$ cat src/rtl/math_pipe_arbiter.sv
// Round-robin arbiter feeding a 4-register pipeline that computes ((x / 3) + 1) * 5.
// Optional grant statistics are enabled with `define MATH_PIPE_ARB_STATS_EN.
module math_pipe_arbiter #(
  parameter int WIDTH = 8
) (
  input  logic             i_Clk,
  input  logic             i_Rst_L,
  input  logic             i_Hold,
  input  logic             i_Req0_DV,
  input  logic [WIDTH-1:0] i_Req0_Data,
  output logic             o_Req0_Ready,
  input  logic             i_Req1_DV,
  input  logic [WIDTH-1:0] i_Req1_Data,
  output logic             o_Req1_Ready,
  output logic             o_Res_DV,
  output logic             o_Res_ID,
  output logic [WIDTH:0]   o_Res_Data,
  output logic             o_Busy,
  output logic [15:0]      o_Grant_Cnt0,
  output logic [15:0]      o_Grant_Cnt1
);

  logic             last_grant;
  logic             ready0;
  logic             ready1;
  logic             xfer;

  logic             s0_valid, s1_valid, s2_valid, s3_valid;
  logic             s0_id,    s1_id,    s2_id,    s3_id;
  logic [WIDTH-1:0] s0_data,  s1_data,  s2_data;
  logic [WIDTH:0]   s3_data;

  // Ready is gated by reset so nothing can be granted while the pipe is held clear.
  always_comb begin
    ready0 = 1'b0;
    ready1 = 1'b0;
    if (i_Rst_L && !i_Hold) begin
      if (i_Req0_DV && (!i_Req1_DV || last_grant))
        ready0 = 1'b1;
      else if (i_Req1_DV)
        ready1 = 1'b1;
    end
  end

  assign xfer         = ready0 | ready1;
  assign o_Req0_Ready = ready0;
  assign o_Req1_Ready = ready1;

  always_ff @(posedge i_Clk or negedge i_Rst_L) begin
    if (!i_Rst_L) begin
      last_grant <= 1'b1;
      s0_valid   <= 1'b0;
      s1_valid   <= 1'b0;
      s2_valid   <= 1'b0;
      s3_valid   <= 1'b0;
      s0_id      <= 1'b0;
      s1_id      <= 1'b0;
      s2_id      <= 1'b0;
      s3_id      <= 1'b0;
      s0_data    <= '0;
      s1_data    <= '0;
      s2_data    <= '0;
      s3_data    <= '0;
    end else begin
      if (xfer)
        last_grant <= ready1;

      s0_valid <= xfer;
      s0_id    <= ready1;
      s0_data  <= ready1 ? i_Req1_Data : i_Req0_Data;

      s1_valid <= s0_valid;
      s1_id    <= s0_id;
      s1_data  <= s0_data / WIDTH'(3);

      // (2^W-1)/3 + 1 always fits in W bits, so S2 needs no extra bit.
      s2_valid <= s1_valid;
      s2_id    <= s1_id;
      s2_data  <= s1_data + WIDTH'(1);

      s3_valid <= s2_valid;
      s3_id    <= s2_id;
      s3_data  <= {1'b0, s2_data} * (WIDTH+1)'(5);
    end
  end

  assign o_Res_DV   = s3_valid;
  assign o_Res_ID   = s3_id;
  assign o_Res_Data = s3_data;
  assign o_Busy     = s0_valid | s1_valid | s2_valid | s3_valid;

`ifdef MATH_PIPE_ARB_STATS_EN
  logic [15:0] grant_cnt0;
  logic [15:0] grant_cnt1;

  // Counters only write on a grant, and saturate rather than wrap.
  always_ff @(posedge i_Clk or negedge i_Rst_L) begin
    if (!i_Rst_L) begin
      grant_cnt0 <= '0;
      grant_cnt1 <= '0;
    end else begin
      if (ready0 && grant_cnt0 != 16'hFFFF)
        grant_cnt0 <= grant_cnt0 + 16'd1;
      if (ready1 && grant_cnt1 != 16'hFFFF)
        grant_cnt1 <= grant_cnt1 + 16'd1;
    end
  end

  assign o_Grant_Cnt0 = grant_cnt0;
  assign o_Grant_Cnt1 = grant_cnt1;
`else
  assign o_Grant_Cnt0 = 16'h0000;
  assign o_Grant_Cnt1 = 16'h0000;
`endif

endmodule

$ cat config.mk
export PLATFORM = sky130hd
export DESIGN_NAME = math_pipe_arbiter
export DESIGN_NICKNAME = d
export VERILOG_FILES = /design/src/rtl/math_pipe_arbiter.sv
export SDC_FILE = /design/constraint.sdc
export NUM_CORES = 1
export LEC_CHECK = 0
export ABC_AREA = 0
export CORE_MARGIN = 2
export CORE_UTILIZATION = 51
export CTS_BUF_LIST = sky130_fd_sc_hd__clkbuf_16
export CTS_CLUSTER_DIAMETER = 80
export DETAILED_ROUTE_END_ITERATION = 8
export HOLD_SLACK_MARGIN = 0.15
export PLACE_DENSITY = 0.94
export SETUP_SLACK_MARGIN = 0.4
export SYNTH_ARGS = -nofsm -noshare
export SYNTH_HDL_FRONTEND = slang
export SYNTH_SLANG_ARGS = --single-unit
$ cat constraint.sdc
create_clock -name i_Clk -period 6.2 [get_ports i_Clk]
set_input_delay 1.55 -clock i_Clk [delete_from_list [all_inputs] [get_ports i_Clk]]
set_output_delay 1.55 -clock i_Clk [all_outputs]
set_load 0.01 [all_outputs]
# Word-level counts from Yosys, hierarchy flattened
# Index checks and enable logic that the tools add are counted.
totals:
  ff_bits: 42
  input_bits: 21
  word_cells: 31
op_classes:
  reduce_logical: 5
  mux: 6
  multipliers: 1
  addsub: 1
  bitwise: 4
  div_mod_pow: 1
op_table:
  columns: ["op", "n"]
  rows:
  - ["multiplier 8 x 3 -> 9 bit, second input constant", 1]
  - ["adder 8 x 1 -> 8 bit, second input constant", 1]
  - ["divider 8 x 2 -> 8 bit, second input constant", 1]
  - ["2-to-1 mux 8 bit", 1]
  - ["2-to-1 mux 1 bit", 5]
  - ["OR 1 bit", 4]
  - ["logical AND 1 bit", 2]
  - ["zero test 1 bit", 2]
  - ["logical OR 1 bit", 1]

# Depth between registers and ports, before layout
logic_depth:
  depth_word: 6
  depth_mapped: 9
  depth_no_buf: 7

# Worst setup path after synthesis
# OpenSTA, ideal clock, no wires.
synth_path:
  kind: "input to output"
  from: "in i_Rst_L"
  to: "out o_Req1_Ready"
  required_ns: 4.650
  path_stages: 3
  path_slack_ns: 2.476
  t_arrival_ns: 2.174
  cell_sequence: "nor2b_1 -> nand2_1 -> a21oi_2"
synth_via:
  elab_chain_cells: 2
synth_lines:
  columns: ["item", "line", "source"]
  rows:
  - ["start: declaration", "7", "input logic i_Rst_L,"]
  - ["logical AND 1 bit", "37", "if (i_Rst_L && !i_Hold) begin"]
  - ["2-to-1 mux 1 bit", "37", null]
  - ["end: declaration", "14", "output logic o_Req1_Ready,"]
# No other way between the ends.

# Final worst setup path
layout_path:
  from: "in i_Hold"
  to: "out o_Req1_Ready"
layout_via:
  elab_chain_cells: 3
layout_lines:
  columns: ["item", "line", "source"]
  rows:
  - ["start: declaration", "8", "input logic i_Hold,"]
  - ["zero test 1 bit", "37", null]
  - ["logical AND 1 bit", "37", null]
  - ["2-to-1 mux 1 bit", "37", null]
# No other way between the ends.

==> flow_summary.json <==
{
  "status": "finished, final reports clean",
  "max_freq_mhz": 208.2,
  "gp_congestion": 0.7965,
  "worst_slack_ns": 1.398,
  "initial_utilization": 0.5256,
  "h-tree-depth": 2,
  "first_pass_iters": 4,
  "n_antenna_cell": 0,
  "p_leak_nw": 1.254,
  "final_hold_viol_count": 0,
  "finalCoreUtilization": 0.6192,
  "synthAdderAreaFrac": 0.08592,
  "rsz0062_at_grt": "false",
  "synth_top_family_by_area": "buffers and inverters",
  "chipWidth_um": 70.53,
  "design.die.area_sq_um": 4974,
  "dpl_cell_area_sq_um": 2496,
  "power_density_nw_per_um2": 358.1,
  "stdcell_area_sq_um": 2659,
  "timing.rr.start": "s0_data[7]$_DFF_PN0_",
  "viasPerCell": 5.038,
  "antenna_found_initial": 0,
  "dp.cells": 282,
  "maxSlewHeadroom": 0.6403,
  "grt_first_pass_wirelength_mm": 5.878,
  "cts_tree": "yes",
  "yosys.area_share.simple": 0.1109,
  "io_buffers": 34,
  "synth.top_cell.area_share": 0.4435,
  "critPathMaxFanout": 11,
  "crit_chain": "clkdlybuf4s50_1 -> nor2b_1 -> nand2_1 -> a21oi_2 -> clkdlybuf4s50_1",
  "cp_common_cell": "clkdlybuf4s50_1",
  "synth-compound-area-share": 0.1009,
  "cp-end-kind": "output port",
  "yosys_warnings": 0,
  "hold_start": "s1_id$_DFF_PN0_",
  "worstSkewPairLatency_ns": 0.28,
  "cts_post_setup_buffers_inserted": 0,
  "clockRootBuffer": "clkbuf_16",
  "syn-cell-area_sq_um": 2257,
  "clkTransAtPathRegs_ns": 0.05,
  "cp_num_buf_inv": 2,
  "critPathKind": "in2out",
  "async_flop_share": 1.000,
  "routedWlPerCell_um": 11.55,
  "muxShareOfSynthArea": 0.05322,
  "period_needed_ns": 4.802,
  "clockBufferDepth": 2,
  "synth-xor-area-share": 0.05432,
  "cts_inserted_buffers": 5,
  "yosys_most_used_dff": "dfrtp_1",
  "cp.depth": 5,
  "dp.final_hpwl_mm": 2.523,
  "coreArea_sq_um": 4294,
  "grt_max_degree": 42,
  "timing.final.crit_share": 0.7746,
  "synth.avg_cell_area_sq_um": 11.06,
  "nets": 272,
  "postCtsHoldBufs": 0,
  "yosysMostFrequentCell": "dfrtp_1",
  "final-setup-viol-count": 0,
  "numClockSinks": 41,
  "drv_slew": 0,
  "startpoint": "i_Hold",
  "synth_common_cells": "dfrtp_1, buf_4, ha_1",
  "synth_top_area_cell": "dfrtp_1",
  "synth_cells": 204,
  "slowest_delay_ns": 0.65,
  "synth_edf_count": 0,
  "peakVddDrop_v": 0.0001835,
  "hold_depth": 0,
  "cts_resized": 0,
  "fin_skew_ns": 0.003954,
  "cp_data_arrival_time_ns": 3.25,
  "drc": 0,
  "syn_to_final_growth_pct": 17.79,
  "hold_path.class": "reg2reg",
  "ff2ff_path_depth": 7,
  "grt_pass1_vias": 1393,
  "synth_area_leaders": "dfrtp_1, buf_4, ha_1",
  "post-place-ws_ns": 1.365,
  "finalSetupTns_ns": 0,
  "track_usage": 0.1493,
  "cp_top_family": "buffers and inverters",
  "ios": 67,
  "drtIter0Drc": 25,
  "grt_overflow": 0,
  "num_vias": 1461,
  "dieHeight_um": 70.53,
  "worst_setup_path_start_kind": "primary input",
  "synth-seq-cells": 41,
  "drv_cap": 0,
  "cp.required_ns": 4.65,
  "worst_pin_slew_ns": 0.5395,
  "stdcell_count": 290,
  "wl_mm": 3.350,
  "ys_types": 53,
  "drive_gt1_frac": 0.1050,
  "ys_seq_area_frac": 0.4551,
  "critPathSlowestCell": "clkdlybuf4s50_1",
  "ant_nets": 0,
  "num_rows": 24
}
where the power goes:
group / internal, mW / switching [mW] / total, mW
clock: 0.187 / 0.0936 / 0.280
sequential: 0.333 / 0.0388 / 0.372
combinational: 0.162 / 0.138 / 0.300
total: 0.682 / 0.271 / 0.952
routing by layer:
metal / GRT usage / vias up / wire, um
li1: - / 709 / -
met1: 0.1646 / 691 / 1255
met2: 0.2662 / 54 / 1812
met3: 0.04762 / 7 / 230
met4: 0.05769 / 0 / 51
met5: 0 / - / 0
registers in the layout (all words and copies together), names as in the netlist:
register	flops
s2_valid	1
s1_data	7
s1_id	1
o_Res_DV	1
o_Res_Data	9
s0_id	1
s0_data	8
s2_id	1
o_Res_ID	1
s0_valid	1
s1_valid	1
s2_data	8
last_grant	1
cell type report:
class                      instances  area [sq um]
clock buffer                       5         125.1
multi-input combinational        147          1035
sequential                        41          1027
fill                             355          1635
timing repair buffer              35         342.8
clock inverter                     3         37.54
inverter                           7         26.28
tap                               52         65.06
through the flow:
stage	total power [mW]	hold slack, ns
after global routing	1.020	0.3616
final	0.9521	0.3466
after CTS	0.9701	0.3477
after floorplan	0.5773	0.3312
after global placement	0.6583	0.3328
after detailed placement	0.6811	0.3347
logic make-up (layout without fill, tap and decap cells):
group           count (synthesis)  after routing
compound gates                 33             33
xor+xnor                       14             14
fa+ha+maj                      15             15
buf+inv                        47             50
flops                          41             41
mux                            11             11
other cells                     1             32
simple gates                   42             42
layout by cell type (no fill, tap or decap), types with 2 or more instances in the layout:
cell type	synthesis	routed
nor2_1	8	8
nand3b_1	4	4
a21oi_1	7	7
xnor2_1	7	7
conb_1	1	32
a211oi_1	2	2
or4_1	2	2
o21a_1	2	2
dfrtp_1	40	40
and3_1	3	3
inv_1	6	7
mux2_2	8	8
o21ai_0	5	5
clkdlybuf4s50_1	0	33
or3b_1	2	2
a21o_1	2	2
clkbuf_16	0	5
mux2i_1	3	3
nand2_1	7	7
o21ai_1	3	3
nand3_1	5	5
xor2_1	7	7
ha_1	13	13
worst paths after layout:
check / end / slack, ns
setup reg to reg: s1_data[0]$_DFF_PN0_ / 3.75
hold reg to reg: s2_id$_DFF_PN0_ / 0.35
min in group asynchronous: s2_data[0]$_DFF_PN0_ / 1.38
max in group asynchronous: last_grant$_DFFE_PN1P_ / 4.45
setup / recovery: o_Req1_Ready / 1.40
hold / removal: s2_id$_DFF_PN0_ / 0.35
Power figures use the tool's default switching activity.
==> variant 1: new RTL, same settings <==
`s3_data` no longer has a reset.
--- a/src/rtl/math_pipe_arbiter.sv
+++ b/src/rtl/math_pipe_arbiter.sv
@@ -62,3 +62,2 @@
       s2_data    <= '0;
-      s3_data    <= '0;
     end else begin
@@ -82,4 +81,7 @@
       s3_id    <= s2_id;
-      s3_data  <= {1'b0, s2_data} * (WIDTH+1)'(5);
     end
+  end
+
+  always_ff @(posedge i_Clk) begin
+    s3_data <= {1'b0, s2_data} * (WIDTH+1)'(5);
   end
Function: differs if i_Rst_L is asserted again (counterexample within 4 cycles, from zero or initial values and one cycle with i_Rst_L low); with i_Rst_L held inactive, the same outputs for 10 cycles.
==> variant 1 against the unedited design <==
- sequential share of layout area fell by 0.71 points
- synthesized area fell by 2.0%
- total power fell by 4.6%
- cell count fell by 0.69%
- count of clock-buffer cells in the layout did not move
- setup slack got worse by 130 ps
- global-route usage barely moved
- utilization rose by 1.5 points
- cell area fell by 2.6%
- sequential cell count did not move
- first-iteration DRC count rose by 130%
- routed wire length rose by 1.9%
==> variant 1: results (changes against the unedited design) <==
Placement:
- The standard cell area after detailed placement is 2450 um2 (-1.7%).
- The HPWL reported at the end of detailed placement came to 2540 um (+0.61%).
- The cell count after placement was 280 (-0.71%).
- The final weighted congestion of routability-driven global placement is 0.770 (-3.4%).

Cells and area:
- The layout cell share with drive strength beyond 1 is 0.0966 (-0.00840).
- The fraction of standard cell area in multi-input logic is 0.400 (+0.0103).
- The relative area of clock buffers and inverters in the final design is 0.0527 (-0.00852).
- The number of non-clock inverters is 7 (unchanged).
- The end-of-flow core utilization is 0.634 (+0.0146).
- The number of filler cells placed in the layout is 328 (-7.6%).

Global route:
- The via count of the first global-routing pass came to 1386 (-0.50%).
- The wire length of the first global-routing pass came to 5890 um (+0.24%).
- The total routing usage reported by global routing was 0.149 (+0.000165).
- The met3 layer usage reported by global route is 0.0462 (-0.00144).
- The met2 usage in global routing is 0.277 (+0.0110).
- The largest net degree at the start of global routing is 33 (-21%).
- The global-route met1 utilization is 0.156 (-0.00857).

Logic synthesis:
- The synthesized-area fraction occupied by ao, oa, aoi and oai cells is 0.103 (+0.00205).
- The async set-reset flop share out of synthesis is 0.780 (-0.220).
- The multiplexer share of the synthesized area is 0.0543 (+0.00108).
- Yosys attributes the largest share of cell area to sky130_fd_sc_hd__dfrtp_1 (35%), sky130_fd_sc_hd__buf_4 (11%), sky130_fd_sc_hd__dfxtp_1 (8.1%).
- The fraction of the mapped netlist area in adder cells is 0.0877 (+0.00175).
- The sequential area share after synthesis was 0.444 (-0.0111).
- The mean post-synth cell area came to 10.8 um2 (-2.0%).
- The post-synthesis cell type count came to 54 (+1.9%).
- In the synthesized netlist the dominant register cell turns out to be sky130_fd_sc_hd__dfrtp_1.

Route:
- The detailed-routed wire length on met2 was 1870 um (+3.0%).
- The met1 wire length is 1260 um (+0.24%).
- The post-detailed-routing wire length was 3420 um (+1.9%).
- The met3 wirelength from detailed routing came to 244 um (+6.1%).
- The via density per instance is 5.09 (+1.0%).
- The first-iteration detailed-routing DRC count is 58 (+130%).

Setup path:
- The arrival time at the worst endpoint is 3390 ps (+140 ps).
- The register-to-register setup slack is 3760 ps (about the same).
- The largest single stage delay on the critical path is 640 ps.

Timing:
- The clock tree skew after final layout is 3.37 ps (-0.587 ps).
- The final hold slack came to 345 ps (-1.16 ps).

CTS:
- The number of H-tree levels is 2 (unchanged).

Power and ir drop:
- The worst ir drop on vdd came to 0.176 mV (-4.2%).
- The leakage dissipation is 0.00121 uW (-3.2%).

Min path:
- The worst hold path begins at s2_id$_DFF_PN0_.

Outcome:
- The flow ran to the end, and the final reports show no timing, DRC or antenna violations.
-- variant 1: changes by cell type after synthesis, sizes merged --
cell   change
dfrtp      -9
dfxtp      +9
-- variant 1: worst max-delay path by stage --
| stage | startpoint | endpoint | slack (ps) | cells past startpoint |
|---|---|---|---|---|
| 2_1_floorplan | i_Rst_L | o_Req1_Ready | 2480 | 3 |
| 3_3_place_gp | i_Rst_L | o_Req1_Ready | 1330 | 5 |
| 3_5_place_dp | i_Rst_L | o_Req1_Ready | 1270 | 5 |
| 4_1_cts | i_Rst_L | o_Req1_Ready | 1230 | 5 |
| 5_1_grt | i_Rst_L | o_Req1_Ready | 1130 | 5 |
| 6_report | i_Rst_L | o_Req1_Ready | 1260 | 5 |
-- variant 1: power groups by stage --
stage	logic (uW)	registers [uW]	clock network, uW
6_report	302	372	235
3_3_place_gp	284	373	0
3_5_place_dp	303	378	0
5_1_grt	338	380	255
4_1_cts	307	373	243
2_1_floorplan	198	378	0
==> variant 2: new RTL, same flow settings <==
Made on the original files. Set the parameter `WIDTH` to 12 (it was 8).
--- a/src/rtl/math_pipe_arbiter.sv
+++ b/src/rtl/math_pipe_arbiter.sv
@@ -3,3 +3,3 @@
 module math_pipe_arbiter #(
-  parameter int WIDTH = 8
+  parameter int WIDTH = 12
 ) (
Ports: changed (resized i_Req0_Data, i_Req1_Data and o_Res_Data); port bits go from 67 to 79. The function was not compared with the original's and may differ.
==> variant 2 against the unedited design <==
- cell area rose by 63%
- critical path depth did not move
- utilization rose by 1.0 points
- total power rose by 74%
- non-clock buffer count is 13 higher
- routed wire length increased by 110%
- synthesized area is 62% higher
- die area rose by 58%
- sequential power is 44% higher
- setup slack better by 330 ps
- critical path type unchanged
- clock skew is 3.0 ps higher
- maximum frequency increased by 7.3%
- sequential cell count increased by 16
- largest power group is now combinational cells
- worst hold slack got worse by 1.2 ps
==> variant 2: results (changes against the unedited design) <==
Outcome:
- The flow ran to the end, and the final reports show no timing, DRC or antenna violations.

Setup path:
- The path depth of the worst reg2reg path is 10 (+3).
- The stage delay of the slowest cell on the critical path is 560 ps (-90 ps).
- In this run the critical register-to-register path is launched from s0_data[8]$_DFF_PN0_.
- The arrival time at the worst endpoint came to 2930 ps (-320 ps).
- The maximum fanout encountered on the critical timing path is 3 (-8).

Route:
- The number of search-and-repair iterations in the first detailed-routing pass was 4 (unchanged).
- The via density per instance is 5.49 (+9.0%).
- The first-iteration detailed-routing DRC count is 151 (+500%).
- The post-detailed-routing wire length is 7140 um (+110%).

Cells and area:
- The number of filler cells placed in the layout came to 535 (+51%).
- The layout cell share with drive strength beyond 1 is 0.125 (+0.0200).
- The count of nets after finishing was 446 (+64%).
- The flip-flop count of the largest register after layout is 13 (+4).

Min path:
- The class of the tightest hold or removal check is flip-flop to flip-flop.
- The cell depth of the worst hold path was 0 (unchanged).

Timing:
- The worst-case headroom to the max-slew limit is 0.544 (-0.0968).
- The clock tree skew after final layout is 6.96 ps (+3.00 ps).

Power and ir drop:
- The internal power consumption is 1120 uW (+64%).
- The worst ir drop on vdd is 0.210 mV (+14%).
- The leakage dissipation is 0.00192 uW (+53%).

CTS:
- The clock-pin slew on the worst setup and hold paths is 50 ps (about the same).
- The number of H-tree levels is 3 (+1).
- The total setup buffers inserted after CTS is 0 (unchanged).
- The clock buffer count from CTS is 9 (+4).
- The post-CTS resize count was 0 (unchanged).
- The maximum clock path buffer count is 2 (unchanged).
- The clock latency reported for the late side of the worst-skew pair is 330 ps (+50 ps).

Placement:
- The HPWL reported at the end of detailed placement is 5050 um (+100%).
- The final weighted congestion of routability-driven global placement was 0.940 (+18%).
- The number of port buffers came to 46 (+35%).

Global route:
- The total routing usage reported by global routing is 0.203 (+0.0535).
- The wire length of the first global-routing pass is 12200 um (+110%).
- The largest net degree at the start of global routing was 58 (+38%).
- The number of antenna violations at the first check in global routing is 0 (unchanged).

Logic synthesis:
- The commonest cells after synthesis are sky130_fd_sc_hd__dfrtp_1 (56), sky130_fd_sc_hd__buf_4 (34), sky130_fd_sc_hd__a21oi_1 (22), sky130_fd_sc_hd__ha_1 (21), sky130_fd_sc_hd__nand2_1 (20).
- The post-synthesis cell type count is 74 (+40%).
- The async set-reset flop share out of synthesis is 1.00 (unchanged).
- The sequential area share after synthesis is 0.391 (-0.0641).
- Yosys attributes the largest share of cell area to sky130_fd_sc_hd__dfrtp_1 (38%), sky130_fd_sc_hd__ha_1 (7.2%), sky130_fd_sc_hd__buf_4 (7.0%).
variant 2: changes by cell type after synthesis, moves of 5 or more:
cell,unedited run,this run
sky130_fd_sc_hd__inv_1,6,12
sky130_fd_sc_hd__nor2_1,8,17
sky130_fd_sc_hd__xnor2_1,7,12
sky130_fd_sc_hd__nand2_1,7,20
sky130_fd_sc_hd__dfrtp_1,40,56
sky130_fd_sc_hd__a21oi_1,7,22
sky130_fd_sc_hd__nor3_1,1,7
sky130_fd_sc_hd__clkbuf_1,1,6
sky130_fd_sc_hd__a31oi_1,0,5
sky130_fd_sc_hd__nand3_1,5,10
sky130_fd_sc_hd__o21ai_0,5,10
sky130_fd_sc_hd__ha_1,13,21
variant 2: kinds of logic (layout without fill, tap and decap cells):
group                      count (synthesis)  in the layout  synth area share
AOI/OAI and AO/OA                         85             85             0.179
buffers and inverters                     61             78             0.109
xor gates and xnor gates                  23             23            0.0572
adders and majority gates                 24             24            0.0829
muxes                                     16             16            0.0490
and+or+nand+nor                           85             85             0.131
DFF                                       57             57             0.391
other                                      1             32           0.00103
variant 2: routing by layer:
layer,wire [um],share of wire,vias up,GRT usage
met4,104,0.015,0,0.0716
met5,0,0,-,0
met1,2710,0.38,1308,0.218
met3,446,0.062,12,0.0644
met2,3890,0.54,118,0.373
li1,-,-,1285,-
variant 2: power groups by stage:
stage,clock network (uW),registers (uW),logic [uW]
detailed placement,0,544,597
global placement,0,536,556
global route,541,547,678
finish,512,537,608
CTS,520,538,607
floorplan,0,538,417
variant 2: layout make-up:
cell class / instances / area (um2) / share of cell area
clock buffers: 9 / 225 / 0.0521
flip-flops and latches: 57 / 1430 / 0.330
multi-input cells: 265 / 1940 / 0.449
well taps: 96 / 120 / 0.0278
repair buffers: 48 / 470 / 0.109
inverters: 14 / 52.6 / 0.0122
clock inverters: 7 / 85.1 / 0.0197
variant 2: worst paths after layout:
| kind | to | slack (ps) |
|---|---|---|
| hold reg to reg | s2_id$_DFF_PN0_ | 350 |
| hold / removal | s2_id$_DFF_PN0_ | 350 |
| max in group asynchronous | s0_data[10]$_DFF_PN0_ | 4300 |
| setup reg to reg | s1_data[0]$_DFF_PN0_ | 2930 |
| min in group asynchronous | o_Res_Data[6]$_DFF_PN0_ | 1440 |
| setup / recovery | o_Req1_Ready | 1720 |
variant 2: through the flow:
| stage | instance area [um2] | std cells | setup slack, ps |
|---|---|---|---|
| after floorplan | 3770 | 383 | 2160 |
| after global placement | 4010 | 480 | 1730 |
| after detailed placement | 4010 | 480 | 1730 |
| after CTS | 4320 | 496 | 1710 |
| after global routing | 4320 | 496 | 1610 |
| final | 4320 | 496 | 1720 |
